**config.mk**
```make
export PLATFORM = sky130hd
export DESIGN_NAME = dummy_adc_src
export DESIGN_NICKNAME = d
export VERILOG_FILES = /design/src/rtl/dummy_adc_pkg.sv /design/src/rtl/dummy_adc_src_lfsr.sv /design/src/rtl/dummy_adc_src.sv
export SDC_FILE = /design/constraint.sdc
export NUM_CORES = 1
export LEC_CHECK = 0
export ABC_AREA = 1
export BUFFER_PORTS_ARGS = -buffer_cell sky130_fd_sc_hd__buf_2
export CORE_MARGIN = 5
export CORE_UTILIZATION = 30
export DETAILED_ROUTE_END_ITERATION = 16
export PLACE_DENSITY = 0.55
export SLEW_MARGIN = 30
export SYNTH_ARGS = -nofsm -noshare
export SYNTH_HDL_FRONTEND = slang
export SYNTH_HIERARCHICAL = 1
export SYNTH_SLANG_ARGS = --single-unit
export TNS_END_PERCENT = 30
```
**constraint.sdc**
```tcl
create_clock -name aclk -period 4.75 [get_ports aclk]
set_input_delay 0.7125 -clock aclk [delete_from_list [all_inputs] [get_ports aclk]]
set_output_delay 0.7125 -clock aclk [all_outputs]
set_load 0.02 [all_outputs]
```
**src/rtl/dummy_adc_pkg.sv**
```systemverilog
`default_nettype none
// =============================================================================
// Module      : dummy_adc_pkg
// Description : Shared mode encodings, LFSR constants and sample field widths
//               for the synthetic ADC stream source.
// Revision    : 1.0 - initial release
// =============================================================================
package dummy_adc_pkg;

    typedef enum logic [1:0] {
        MODE_RAMP  = 2'd0,
        MODE_CONST = 2'd1,
        MODE_LFSR  = 2'd2,
        MODE_RSVD  = 2'd3
    } adc_mode_e;

    localparam int          SAMPLE_WIDTH = 32;
    localparam int          LFSR_WIDTH   = 16;
    localparam logic [15:0] LFSR_SEED    = 16'hACE1;
    localparam logic [15:0] LFSR_MASK    = 16'hB400;

    // Galois right-shift step for x^16+x^14+x^13+x^11+1
    function automatic logic [15:0] lfsr_next(input logic [15:0] s);
        return s[0] ? ((s >> 1) ^ LFSR_MASK) : (s >> 1);
    endfunction

endpackage
`default_nettype wire

```
**src/rtl/dummy_adc_src_lfsr.sv**
```systemverilog
`default_nettype none
// =============================================================================
// Module      : dummy_adc_src_lfsr
// Description : 16-bit Galois LFSR with seed load and step enable.
// Revision    : 1.0 - initial release
// =============================================================================
module dummy_adc_src_lfsr
    import dummy_adc_pkg::*;
(
    input  logic                  aclk,
    input  logic                  aresetn,
    input  logic                  load,
    input  logic                  step,
    output logic [LFSR_WIDTH-1:0] state
);

    always_ff @(posedge aclk or negedge aresetn) begin
        if (!aresetn) begin
            state <= LFSR_SEED;
        end else if (load) begin
            state <= LFSR_SEED;
        end else if (step) begin
            state <= lfsr_next(state);
        end
    end

endmodule
`default_nettype wire

```
**src/rtl/dummy_adc_src.sv**
```systemverilog
`default_nettype none
// =============================================================================
// Module      : dummy_adc_src
// Description : AXI4-Stream synthetic ADC sample source (ramp/const/LFSR).
//               Optional DUMMY_ADC_SRC_TIMESTAMP_EN adds a cycle-stamp on tuser.
// Revision    : 1.0 - initial release
// =============================================================================
module dummy_adc_src
    import dummy_adc_pkg::*;
#(
    parameter int C_DATA_WIDTH = 16,
    parameter int C_CNT_WIDTH  = 32
) (
    input  logic                    aclk,
    input  logic                    aresetn,
    input  logic                    ctrl_enable,
    input  logic [1:0]              ctrl_mode,
    input  logic [C_CNT_WIDTH-1:0]  ctrl_period,
    input  logic [C_DATA_WIDTH-1:0] ctrl_step,
    input  logic [C_DATA_WIDTH-1:0] ctrl_const,
    input  logic [C_CNT_WIDTH-1:0]  ctrl_frame_len,
    output logic [C_CNT_WIDTH-1:0]  stat_sample_cnt,
    output logic [C_CNT_WIDTH-1:0]  stat_drop_cnt,
    output logic [31:0]             m_axis_tdata,
    output logic                    m_axis_tvalid,
    input  logic                    m_axis_tready,
`ifdef DUMMY_ADC_SRC_TIMESTAMP_EN
    output logic [31:0]             m_axis_tuser,
`endif
    output logic                    m_axis_tlast
);

    localparam int c_SEQ_WIDTH = SAMPLE_WIDTH - C_DATA_WIDTH;

    logic [C_CNT_WIDTH-1:0]  r_cnt;
    logic [C_CNT_WIDTH-1:0]  r_frame;
    logic [c_SEQ_WIDTH-1:0]  r_seq;
    logic [C_DATA_WIDTH-1:0] r_ramp;
    logic [LFSR_WIDTH-1:0]   w_lfsr;
    logic [C_CNT_WIDTH-1:0]  w_p_m1;
    logic [C_DATA_WIDTH-1:0] w_data;
    logic                    w_tick;
    logic                    w_hs;
    logic                    w_load;
    logic                    w_drop;
    logic                    w_last;

    // Period 0 and 1 both collapse to a tick every enabled cycle
    assign w_p_m1 = (ctrl_period == '0) ? '0 : (ctrl_period - C_CNT_WIDTH'(1));
    assign w_tick = ctrl_enable && (r_cnt >= w_p_m1);
    assign w_hs   = m_axis_tvalid && m_axis_tready;
    assign w_load = w_tick && (!m_axis_tvalid || m_axis_tready);
    assign w_drop = w_tick && m_axis_tvalid && !m_axis_tready;
    assign w_last = (ctrl_frame_len != '0) &&
                    (r_frame == (ctrl_frame_len - C_CNT_WIDTH'(1)));

    always_comb begin
        w_data = r_ramp;
        case (adc_mode_e'(ctrl_mode))
            MODE_CONST: w_data = ctrl_const;
            MODE_LFSR:  w_data = C_DATA_WIDTH'(w_lfsr);
            default:    w_data = r_ramp;
        endcase
    end

    dummy_adc_src_lfsr u_lfsr (
        .aclk    (aclk),
        .aresetn (aresetn),
        .load    (1'b0),
        .step    (w_tick),
        .state   (w_lfsr)
    );

    always_ff @(posedge aclk or negedge aresetn) begin
        if (!aresetn) begin
            r_cnt  <= '0;
            r_ramp <= '0;
        end else begin
            if (!ctrl_enable || w_tick) begin
                r_cnt <= '0;
            end else begin
                r_cnt <= r_cnt + C_CNT_WIDTH'(1);
            end
            // Generator state advances on every tick so drops leave gaps in data
            if (w_tick) begin
                r_ramp <= r_ramp + ctrl_step;
            end
        end
    end

    always_ff @(posedge aclk or negedge aresetn) begin
        if (!aresetn) begin
            m_axis_tvalid   <= 1'b0;
            m_axis_tdata    <= '0;
            m_axis_tlast    <= 1'b0;
            r_seq           <= '0;
            r_frame         <= '0;
            stat_sample_cnt <= '0;
            stat_drop_cnt   <= '0;
        end else begin
            if (w_load) begin
                m_axis_tvalid <= 1'b1;
                m_axis_tdata  <= {r_seq, w_data};
                m_axis_tlast  <= w_last;
                r_seq         <= r_seq + c_SEQ_WIDTH'(1);
                r_frame       <= w_last ? '0 : (r_frame + C_CNT_WIDTH'(1));
            end else if (w_hs) begin
                m_axis_tvalid <= 1'b0;
            end
            if (w_hs) begin
                stat_sample_cnt <= stat_sample_cnt + C_CNT_WIDTH'(1);
            end
            if (w_drop && (stat_drop_cnt != '1)) begin
                stat_drop_cnt <= stat_drop_cnt + C_CNT_WIDTH'(1);
            end
        end
    end

`ifdef DUMMY_ADC_SRC_TIMESTAMP_EN
    logic [31:0] r_ts;

    always_ff @(posedge aclk or negedge aresetn) begin
        if (!aresetn) begin
            r_ts         <= '0;
            m_axis_tuser <= '0;
        end else begin
            r_ts <= r_ts + 32'd1;
            if (w_load) begin
                m_axis_tuser <= r_ts;
            end
        end
    end
`endif

endmodule
`default_nettype wire

```
# Word level (Yosys, flattened, before mapping)
# Cells that the tools add are included.
dict set report word_totals {
  in_bits 102
  output_inout_bits 98
  ram_bits 0
  n_memories 0
  rom_bits 0
  latchBits 0
  ff_bits 210
  word_cells 46
}
dict set report classes {
  n_mux 7
  shift 0
  div 0
  n_lt_le_gt_ge 1
  n_reduce_logical 15
  n_eq_ne 4
  add_sub_neg 8
  multipliers 0
  bitwise_logic 1
}
# op n
set op_table {}
lappend op_table {{$add 32x1->32 const B} 4}
lappend op_table {{$mux 32} 3}
lappend op_table {{$sub 32x1->32 const B} 2}
lappend op_table {{$eq 32x32->1} 1}
lappend op_table {{$ge 32x32->1} 1}
lappend op_table {{$logic_not 32->1} 1}
lappend op_table {{$ne 32x32->1 const B} 1}
lappend op_table {{$pmux 16 s2} 1}
lappend op_table {{$reduce_bool 32->1} 1}
lappend op_table {{$add 16x1->16 const B} 1}
lappend op_table {{$add 16x16->16} 1}
lappend op_table {{$mux 16} 1}
lappend op_table {{$logic_and 1x1->1} 7}
lappend op_table {{$not 3->4} 1}
lappend op_table {{$logic_not 1->1} 3}
lappend op_table {{$eq 2x1->1 const B} 1}
lappend op_table {{$eq 2x2->1 const B} 1}
lappend op_table {{$logic_or 1x1->1} 2}
lappend op_table {{$mux 1} 2}
lappend op_table {{$reduce_bool 2->1} 1}

# Logic depth before layout (Yosys ltp)
# Gate-level depths: netlist of run 1.
dict set report logic_depth {
  depth_word 7
  depth_mapped 27
  ltp_nobuf 25
}

# Hierarchy
# Netlist of run 1, hierarchy kept.
# mod area_each_um2 instances seq_area_each_um2 cells_per_inst
set modules_own_cells {}
lappend modules_own_cells {dummy_adc_src 13975.9 1 4854.7 1953}
lappend modules_own_cells {dummy_adc_src_lfsr 699.4 1 410.4 76}

# Least setup slack after synthesis of run 1
# OpenSTA, ideal clock, no wires.
dict set report synth_path {
  path_type {input to register}
  startpoint {in ctrl_period[3]}
  endpoint {reg u_lfsr.state[14]}
  arrival_time_ps 4005
  setup_slack_ps 671
  t_required_ps 4676
  stages 26
  n_path_buf 1
  setup_time_ps 74
  path_cell_list {nor2_4 nand2_1 nor2_1 nand4_1 nor2_2 nand3_2 nor2_2 nand3_1 nor2_2 nand2_1 xor2_1 nand2_1 ha_1 nand2_1 nor2_1 inv_1 nor3_1 nand4_1 nand3_1 nand2_1 clkbuf_1 inv_1 inv_4 nor2_8 nand2_1 o21ai_2}
}
dict set report synth_between {
  elab_chain_cells 4
  word_cells_on_any_way 5
  cone_classes {add/sub: 1; order compare: 1; mux: 1; reduce/logical: 2}
}
# item line
set synth_rtl {}
lappend synth_rtl {{from (decl)} dummy_adc_src.sv:18} ;# input logic [C_CNT_WIDTH-1:0] ctrl_period,
lappend synth_rtl {{$sub 32x1->32 or $logic_not 32->1 (tied branches)} dummy_adc_src.sv:49} ;# assign w_p_m1 = (ctrl_period == '0) ? '0 : (ctrl_period - C_CNT_WIDTH'(1));
lappend synth_rtl {{$mux 32 *} dummy_adc_src.sv:49}
lappend synth_rtl {{$ge 32x32->1 *} dummy_adc_src.sv:50} ;# assign w_tick = ctrl_enable && (r_cnt >= w_p_m1);
lappend synth_rtl {{$logic_and 1x1->1 *} dummy_adc_src.sv:50}
lappend synth_rtl {{via w_tick} dummy_adc_src.sv:42} ;# logic w_tick;
lappend synth_rtl {{to (signal assigned)} dummy_adc_src_lfsr.sv:23} ;# state <= lfsr_next(state);
lappend synth_rtl {{to (decl)} dummy_adc_src_lfsr.sv:14} ;# output logic [LFSR_WIDTH-1:0] state
# Mark *: on every way through the listed nets, which the timed path passes. The rest lies on a longest branch.
# A chain may end at the register's enable or synchronous reset.

# Worst setup path after layout of run 1
dict set report layout_path {
  startpoint {in ctrl_period[0]}
  endpoint {reg stat_drop_cnt[15]}
}
dict set report layout_between {
  elab_chain_cells 7
  word_cells_on_any_way 8
  cone_classes {add/sub: 1; order compare: 1; mux: 1; reduce/logical: 5}
}
# item line
set layout_rtl {}
lappend layout_rtl {{$sub 32x1->32 or $logic_not 32->1 (tied branches)} dummy_adc_src.sv:49}
lappend layout_rtl {{$mux 32 *} dummy_adc_src.sv:49}
lappend layout_rtl {{$ge 32x32->1 *} dummy_adc_src.sv:50}
lappend layout_rtl {{$logic_and 1x1->1 *} dummy_adc_src.sv:50}
lappend layout_rtl {{$logic_and 1x1->1 * (2 in a row)} dummy_adc_src.sv:53} ;# assign w_drop = w_tick && m_axis_tvalid && !m_axis_tready;
lappend layout_rtl {{$logic_and 1x1->1 *} dummy_adc_src.sv:113} ;# if (w_drop && (stat_drop_cnt != '1)) begin
lappend layout_rtl {{to (signal assigned)} dummy_adc_src.sv:114} ;# stat_drop_cnt <= stat_drop_cnt + C_CNT_WIDTH'(1);
lappend layout_rtl {{to (decl)} dummy_adc_src.sv:23} ;# output logic [C_CNT_WIDTH-1:0] stat_drop_cnt,
# Mark *: on every way between the ends. The rest lies on a longest branch, timed or not.

==> impl_metrics.json, run 1 <==
{
  "status": "complete, no violations",
  "grt_pass1_vias": 13500,
  "clk_latency_ns": 0.56,
  "cts_buffers": 27,
  "grt_max_degree": 102,
  "antenna_found_initial": 6,
  "vias_per_cell": 4.81,
  "synth_top_area_cell": "dfrtp_1",
  "finClkSkew_ns": 0.0266,
  "dr_wl_met2_um": 19900,
  "synth-edff-count": 0,
  "grtUsageTotal": 0.156,
  "period_minus_slack_ns": 4.23,
  "clkPwrFrac": 0.486,
  "yosysSeqAreaShare": 0.359,
  "multi_input_area_sq_um": 8440,
  "power_frac_comb": 0.124,
  "cpMostUsedCell": "nand2_1",
  "setup-violations-final": 0,
  "h-tree-depth": 1,
  "seq_area_sq_um": 5270,
  "root_buffer": "clkbuf_16",
  "synth.area.top_cells": "dfrtp_1 34%, nand2_1 15%, xor2_1 7.5%, nor2_1 6.1%, inv_1 5.2%",
  "async_flop_share": 1.00,
  "drv_cap": 0,
  "worstHoldPathType": "input port to async pin",
  "drtIter0Drc": 860,
  "p_int_mw": 3.63,
  "gp_congestion": 0.884,
  "worstPathRequired_ns": 5.17,
  "ys_types": 49,
  "met1_length_um": 19400,
  "critical_path.startpoint_type": "input port",
  "crit_type": "input port to flip-flop",
  "critPathSlowestCell": "nor3_1",
  "fill_cells": 5164,
  "syn_nets": 2189,
  "start_util": 0.302,
  "final_antenna_net_count": 0,
  "top_layer_used": "met5",
  "slew_viol_final": 0,
  "yosys_warnings": 6,
  "p_leak_nw": 8.72,
  "ys_ff_latch": 210,
  "grt-ovfl-total": 0,
  "maxSlewHeadroom": 0.515,
  "rsz0062_at_grt": "false",
  "nets": 2393,
  "synth.top_cell.area_share": 0.344,
  "grt_first_pass_wirelength_um": 69800,
  "crit_path_end_kind": "flip-flop",
  "wl_met3_um": 2730,
  "synth_most_common_cell": "nand2_1",
  "drc": 0,
  "worstPathArrival_ns": 4.66,
  "die_x_um": 231,
  "fin_crit_sh": 0.891,
  "synthCells": 2029,
  "hold_viol_final": 0,
  "max_stage_delay_ns": 0.36,
  "cts_tree": "yes",
  "first_pass_iters": 6,
  "post_drt_wl_per_cell_um": 14.9,
  "row_count": 81,
  "dp_hpwl_um": 33400,
  "syn_to_final_growth_pct": 19.5,
  "clkSlewWorstSetupHoldPaths_ns": 0.06,
  "syn_area_sq_um": 14700,
  "tightestPinTransition_ns": 0.721,
  "p_seq_frac": 0.390,
  "max_freq_ghz": 0.236,
  "power.density_nw_per_um2": 280,
  "io_buffers": 199,
  "coreArea_sq_um": 48600,
  "synth_ff_type": "dfrtp_1",
  "power_mw": 4.90,
  "syn_area_per_cell_sq_um": 7.23,
  "detailroute.via_count": 13800,
  "drive_gt1_frac": 0.151,
  "power_switching_mw": 1.28,
  "drt-total-wl_um": 42800,
  "clkSinkCount": 210,
  "dpl_cell_area_sq_um": 16500,
  "die_area_sq_um": 53400,
  "cts_buffer_depth": 3,
  "final_area_sq_um": 17500,
  "io_pins": 200,
  "finalSetupTns_ns": 0,
  "cp_max_fo": 22,
  "die_h_um": 231,
  "sw_frac_of_total": 0.260,
  "synthTopCellsByCount": "586 x nand2_1, 240 x nor2_1, 202 x dfrtp_1, 202 x inv_1, 126 x xor2_1",
  "ir_worst_vdd_uv": 218
}
[timing repair]
item,4_1_cts,5_1_grt
setup buffers,0,0
gates resized for setup,0,1
setup endpoints to repair,0,8
hold buffers,0,0
[final cells by class]
type                            count  area share
Timing Repair Buffer              219      0.0688
Inverter                          209      0.0449
Multi-Input combinational cell   1566       0.481
Antenna cell                        2    0.000285
Clock inverter                     14      0.0152
Sequential cell                   210       0.300
Tap cell                          622      0.0444
Clock buffer                       36      0.0450
[metrics by stage]
| stage | hold WS [ns] | worst slack [ns] | utilization | cells |
|---|---|---|---|---|
| 2_1_floorplan | 0.417 | 0.671 | - | 2029 |
| 5_1_grt | 0.113 | 0.0106 | 0.361 | 2878 |
| 3_5_place_dp | 0.461 | -0.113 | 0.339 | 2826 |
| 6_report | 0.0950 | 0.517 | 0.361 | 2878 |
| 4_1_cts | 0.0920 | 0.471 | 0.360 | 2876 |
| 3_3_place_gp | 0.458 | 0.0847 | 0.339 | 2826 |
[critical path, delay by kind of cell]
family	cells	cell delay (ns)
simple gates	18	2.83
buf+inv	4	0.47
fa+ha+maj	1	0.33
compound gates	2	0.18
xor+xnor	1	0.13
[sequential cells by signal, summed over array words and instances (netlist names)]
register,flops
u_lfsr/state,16
m_axis_tlast,1
m_axis_tdata,32
r_frame,32
r_cnt,32
m_axis_tvalid,1
r_seq,16
stat_drop_cnt,32
r_ramp,16
stat_sample_cnt,32
[metal layers]
layer	global-route usage	vias up
met5	0	-
met4	0.0336	8
met3	0.0334	55
met2	0.263	336
met1	0.208	6458
li1	-	6979
[power groups by stage]
stage               Sequential [mW]  Clock (mW)  Combinational (mW)
global placement               1.94           0               0.605
floorplan                      1.96           0               0.345
global route                   1.92        2.55               0.694
detailed placement             1.94           0               0.610
CTS                            1.91        2.47               0.615
finish                         1.91        2.38               0.606
[cells by family after synthesis]
logic type	after synthesis	share of synthesized area
and+or+nand+nor	1145	0.345
buffers and inverters	253	0.0670
DFF	210	0.359
AOI/OAI and AO/OA	185	0.0732
xor gates and xnor gates	175	0.104
adders and majority gates	58	0.0500
muxes	2	0.00136
other	1	0.000256
[layout by cell type (no fill, tap or decap), drive strengths merged, types with 2 or more instances in the layout]
cell type and n:
clkinv 8, nand3b 8, dfrtp 202, diode 2
o21ai 98, and3 2, ha 57, nor4 26
xnor2 49, o21a 2, nor2 255, a21o 6
xor2 126, inv 207, nor3b 8, or2 9
a22o 16, nor3 71, o211ai 2, a31oi 4
dfstp 8, nand4 47, bufinv 7, nand2 590
nand3 128, a21oi 40, a21boi 9, buf 219
mux2i 2, o21bai 6, clkbuf 36
[path summary, 6_finish.rpt]
check	start	to	slack, ns	depth (start not counted)
max in group asynchronous	aresetn	r_cnt[30]	3.63	2
min in group aclk	stat_sample_cnt[31]	stat_sample_cnt[31]	0.47	1
min	aresetn	stat_sample_cnt[31]	0.1	1
max	ctrl_period[0]	stat_drop_cnt[15]	0.52	26
max reg2reg	r_cnt[29]	stat_drop_cnt[15]	1.96	13
min reg2reg	stat_sample_cnt[31]	stat_sample_cnt[31]	0.47	1
No activity file was read; power rests on OpenSTA's default activity.
==> inputs of run 2 (changes only) <==
--- a/config.mk
+++ b/config.mk
@@ -7,9 +7,11 @@
 export LEC_CHECK = 0
 export ABC_AREA = 1
 export BUFFER_PORTS_ARGS = -buffer_cell sky130_fd_sc_hd__buf_2
+export CORE_ASPECT_RATIO = 0.9
 export CORE_MARGIN = 5
 export CORE_UTILIZATION = 30
 export DETAILED_ROUTE_END_ITERATION = 16
+export HOLD_SLACK_MARGIN = 0.05
 export PLACE_DENSITY = 0.55
 export SLEW_MARGIN = 30
 export SYNTH_ARGS = -nofsm -noshare
==> run 2 against run 1 <==
Clock skew shrank 0.015 ns. Hold slack is essentially flat. Combinational power up 0.8%. Core utilization about the same. Largest power group unchanged. Global-route usage grew 0.20 points. Critical endpoint is now u_lfsr/state[8].
==> impl_metrics.json, run 2 (synthesis results as in run 1) <==
{
  "r2r_setup_slack_ns": 2.02,
  "cts_hold_buf": 0,
  "maxSlewHeadroom": 0.525,
  "mostFrequentLayoutCell": "nand2_1",
  "first_pass_iters": 5,
  "drv_cap": 0,
  "finalSetupTns_ns": 0,
  "clkSlewWorstSetupHoldPaths_ns": 0.06,
  "grt_first_pass_wirelength_um": 70400,
  "post_drt_wl_per_cell_um": 15.1,
  "row_count": 76,
  "cp.buffers_inverters": 5,
  "final_antenna_net_count": 0,
  "grt_pass1_vias": 13400,
  "ctsResizeCount": 0,
  "final_cell_mix": "586 x nand2_1, 240 x nor2_1, 202 x inv_1, 202 x dfrtp_1, 198 x buf_2",
  "die_area_sq_um": 53400,
  "io_pins": 200,
  "clk_latency_ns": 0.54,
  "finClkSkew_ns": 0.0117,
  "reg2reg_from": "r_cnt[23]",
  "status": "complete, no violations",
  "drive_gt1_frac": 0.146,
  "crit_type": "input port to flip-flop",
  "coreArea_sq_um": 48100,
  "grtUsageTotal": 0.158,
  "die_h_um": 220,
  "cts_buffer_depth": 3,
  "final_area_sq_um": 17400,
  "max_freq_ghz": 0.240,
  "vias_per_cell": 4.76,
  "die_x_um": 243,
  "start_util": 0.305,
  "critical_path.startpoint_type": "input port",
  "ir_worst_vdd_uv": 273,
  "antenna_found_initial": 5,
  "grt-ovfl-total": 0,
  "rr_endpoint": "u_lfsr/state[8]",
  "worstPathArrival_ns": 4.64,
  "power.density_nw_per_um2": 258,
  "grt_max_degree": 83,
  "cts_tree": "yes",
  "drc": 0,
  "cpLargestDelayFamily": "simple AND/OR/NAND/NOR gates",
  "drt-total-wl_um": 43500,
  "dp_hpwl_um": 34200,
  "detailroute.via_count": 13700,
  "ff2ff_path_depth": 13,
  "worstHoldPathType": "input port to async pin",
  "post-place-ws_ns": 0.0717,
  "max_stage_delay_ns": 0.32,
  "worstPathRequired_ns": 5.22,
  "cts_buffers": 27,
  "tightestPinTransition_ns": 0.706,
  "hold_viol_final": 0,
  "fin_ws_ns": 0.579,
  "rsz0062_at_grt": "false",
  "drtIter0Drc": 686,
  "h-tree-depth": 1,
  "p_leak_nw": 8.63,
  "cpMostUsedCell": "nand2_1",
  "holdWs_ns": 0.0951,
  "period_minus_slack_ns": 4.17,
  "syn_to_final_growth_pct": 18.2,
  "nets": 2396,
  "crit_path_end_kind": "flip-flop",
  "critPathSlowestCell": "nor3_1",
  "fin_crit_sh": 0.878,
  "cp_max_fo": 10,
  "power_mw": 4.47,
  "clkSinkCount": 210,
  "setup-violations-final": 0,
  "root_buffer": "clkbuf_16",
  "cts_setup_buffers": 0,
  "dpl_cell_area_sq_um": 16500,
  "gp_congestion": 0.913,
  "io_buffers": 199,
  "slew_viol_final": 0
}
-- run 2: cell count changes in the layout (fill, tap and decap cells not counted) --
cell and delta:
buf_16 +1, inv_1 +1, clkinv_2 -3, inv_6 +1, buf_12 -1, inv_16 -1, clkbuf_8 -1, buf_4 +3
clkbuf_1 +10, bufinv_16 -7, inv_2 -1, clkinvlp_4 -1
-- run 2: cell type report --
type,count,area (sq um)
antenna,2,5.00
clock buffer,45,813
clock inverter,3,22.5
fill,5163,30800
inverter,209,787
multi-input combinational,1566,8440
sequential,210,5270
tap,624,781
timing repair buffer,222,1240
-- run 2: layer usage --
metal | share of wire | global-route usage | vias up
met4 | 0.017 | 0.0316 | 2
met2 | 0.44 | 0.252 | 323
met3 | 0.066 | 0.0364 | 54
li1 | - | - | 6970
met5 | 0.00030 | 0 | -
met1 | 0.48 | 0.221 | 6364
-- run 2: through the flow --
stage | instances | utilization
global placement | 2830 | 0.343
CTS | 2879 | 0.361
floorplan | 2029 | -
detailed placement | 2831 | 0.343
global route | 2880 | 0.361
finish | 2881 | 0.361
-- run 2: how the worst max path moves through the flow --
stage,start,depth (start not counted),slack (ns),end
floorplan,ctrl_period[3],26,0.67,u_lfsr/state[14]
global route,ctrl_period[0],24,0.15,r_frame[4]
finish,ctrl_period[0],26,0.58,u_lfsr/state[8]
global placement,ctrl_period[0],26,0.21,u_lfsr/state[14]
CTS,ctrl_period[0],26,0.65,u_lfsr/state[14]
detailed placement,ctrl_period[0],26,0.07,u_lfsr/state[14]
-- run 2: worst reg2reg max path, delay by kind of cell (launching register included) --
kind / cells / cell delay [ns]
AND/OR/NAND/NOR: 9 / 1.44
adder cells (fa/ha/maj): 1 / 0.32
buffers and inverters: 2 / 0.40
AO/OA/AOI/OAI: 1 / 0.06
flip-flops: 1 / 0.44
-- run 2: power breakdown --
| part | switching (mW) | internal [mW] | total, mW | leakage, nW |
|---|---|---|---|---|
| clock network | 0.793 | 1.16 | 1.95 | 0.409 |
| logic | 0.388 | 0.223 | 0.611 | 5.48 |
| registers | 0.0532 | 1.86 | 1.91 | 2.74 |
==> inputs of run 3 (changes only) <==
--- a/config.mk
+++ b/config.mk
@@ -7,12 +7,12 @@
 export LEC_CHECK = 0
 export ABC_AREA = 1
 export BUFFER_PORTS_ARGS = -buffer_cell sky130_fd_sc_hd__buf_2
-export CORE_ASPECT_RATIO = 0.9
+export CORE_ASPECT_RATIO = 0.75
 export CORE_MARGIN = 5
 export CORE_UTILIZATION = 30
 export DETAILED_ROUTE_END_ITERATION = 16
 export HOLD_SLACK_MARGIN = 0.05
-export PLACE_DENSITY = 0.55
+export PLACE_DENSITY = 0.57
 export SLEW_MARGIN = 30
 export SYNTH_ARGS = -nofsm -noshare
 export SYNTH_HDL_FRONTEND = slang
==> constraint.sdc (replaced) <==
create_clock -name aclk -period 3.6 [get_ports aclk]
set_input_delay 0.54 -clock aclk [delete_from_list [all_inputs] [get_ports aclk]]
set_output_delay 0.54 -clock aclk [all_outputs]
set_load 0.02 [all_outputs]
==> run 3 against run 2 <==
Clock skew grew 0.0016 ns. Hold slack improved by 0.24 ns. Total power rose by 36%. Via count increased by 4.9%. Combinational power up 47%. Setup slack lost 0.48 ns. Clock-buffer cell count down 11. Clock power up 37%. Die area about the same. Sequential cell count did not move. Critical endpoint is now r_seq[10].
==> impl_metrics.json, run 3 (synthesis results as in run 1) <==
{
  "start_util": 0.302,
  "fin_ws_ns": 0.0993,
  "syn_to_final_growth_pct": 29.0,
  "post-place-ws_ns": -0.494,
  "clk_latency_ns": 0.54,
  "nets": 2513,
  "crit_path_end_kind": "flip-flop",
  "mostFrequentLayoutCell": "nand2_1",
  "power_mw": 6.09,
  "holdWs_ns": 0.334,
  "drv_cap": 0,
  "period_minus_slack_ns": 3.50,
  "io_pins": 200,
  "max_freq_ghz": 0.286,
  "post_drt_wl_per_cell_um": 15.6,
  "power.density_nw_per_um2": 322,
  "final_core_util": 0.389,
  "finClkSkew_ns": 0.0133,
  "maxSlewHeadroom": 0.547,
  "drive_gt1_frac": 0.207,
  "h-tree-depth": 1,
  "clkSlewWorstSetupHoldPaths_ns": 0.06,
  "clkSinkCount": 210,
  "vias_per_cell": 4.76,
  "dp_hpwl_um": 36400,
  "worstHoldPathType": "input port to flip-flop",
  "grtUsageTotal": 0.166,
  "worstPathRequired_ns": 4.01,
  "worstPathArrival_ns": 3.91,
  "final_cells": 3022,
  "cts_buffers": 25,
  "coreArea_sq_um": 48600,
  "crit_type": "input port to flip-flop",
  "ir_worst_vdd_uv": 258,
  "die_h_um": 202,
  "drt-total-wl_um": 47300,
  "grt_max_degree": 88,
  "tightestPinTransition_ns": 0.673,
  "setup-violations-final": 0,
  "grt_pass1_vias": 13600,
  "place_inst": 2944,
  "grt_first_pass_wirelength_um": 73300,
  "drc": 0,
  "gp_congestion": 0.946,
  "first_pass_iters": 5,
  "critical_path.startpoint_type": "input port",
  "root_buffer": "clkbuf_16",
  "dpl_cell_area_sq_um": 17400,
  "cp_max_fo": 7,
  "io_buffers": 199,
  "die_x_um": 265,
  "final_antenna_net_count": 0,
  "die_area_sq_um": 53500,
  "antenna_found_initial": 12,
  "finalSetupTns_ns": 0,
  "slew_viol_final": 0,
  "drtIter0Drc": 880,
  "hold_viol_final": 0,
  "row_count": 70,
  "cts_buffer_depth": 3,
  "cts_tree": "yes",
  "final_cell_mix": "576 x nand2_1, 227 x nor2_1, 202 x dfrtp_1",
  "detailroute.via_count": 14400,
  "p_leak_nw": 9.44,
  "status": "complete, no violations",
  "final_area_sq_um": 18900,
  "grt-ovfl-total": 0,
  "fin_crit_sh": 0.972
}
## run 3: cell count changes in the layout (fill, tap and decap cells not counted), moves of 11 or more
cell | before | now
buf_4 | 19 | 104
nor2_1 | 240 | 227
nor2_4 | 3 | 16
buf_12 | 3 | 15
buf_6 | 0 | 12
o21ai_0 | 92 | 80
o21ai_1 | 3 | 14
## run 3: what timing repair did
action	CTS	global route
hold endpoints to repair	43	0
resized for setup	0	83
hold buffers	1	0
setup buffers	0	16
setup endpoints to repair	0	145
## run 3: final cells by class
cell class / count / area, sq um
antenna: 3 / 7.51
sequential: 210 / 5270
tap: 648 / 811
fill: 5019 / 29700
multi-input combinational: 1567 / 8650
inverter: 209 / 811
clock buffer: 34 / 689
timing repair buffer: 340 / 2530
clock inverter: 11 / 161
## run 3: per-layer routing
metal	vias up	wire (um)	global-route usage
met5	-	69	0
met4	12	788	0.0273
met3	59	2900	0.0322
met2	365	19700	0.244
met1	6733	23800	0.255
li1	7216	-	-
## run 3: final timing paths
kind,endpoint,startpoint,cells past startpoint,slack (ns)
setup / recovery,r_seq[10],ctrl_period[2],27,0.1
setup reg to reg,stat_drop_cnt[27],stat_drop_cnt[1],11,1.06
max in group asynchronous,u_lfsr/state[5],aresetn,3,2.26
hold reg to reg,m_axis_tdata[14],m_axis_tdata[14],2,0.48
hold / removal,r_ramp[0],ctrl_step[0],4,0.33
min in group asynchronous,m_axis_tdata[29],aresetn,2,0.51
## run 3: report_power, final
group	total (mW)	switching [mW]	internal, mW
clock	2.67	1.05	1.62
sequential	2.52	0.0730	2.45
combinational	0.898	0.550	0.349
total	6.09	1.67	4.42
## run 3: critical path, stage by stage
cell,delay (ns)
buf_8,0.10
nor2_4,0.12
nand2_2,0.09
nor2_4,0.10
nand4_1,0.16
nor2_2,0.17
nand3_2,0.12
nor2_4,0.11
nand3_2,0.10
nor2_4,0.14
nand2_1,0.08
xor2_1,0.15
nand2_1,0.11
ha_4,0.26
a21oi_1,0.12
o21ai_0,0.10
a21o_1,0.17
a21oi_2,0.18
nand3_2,0.12
buf_6,0.13
nand3_4,0.05
buf_12,0.16
clkinv_8,0.10
buf_12,0.15
buf_4,0.13
nand2_1,0.04
o21ai_0,0.07
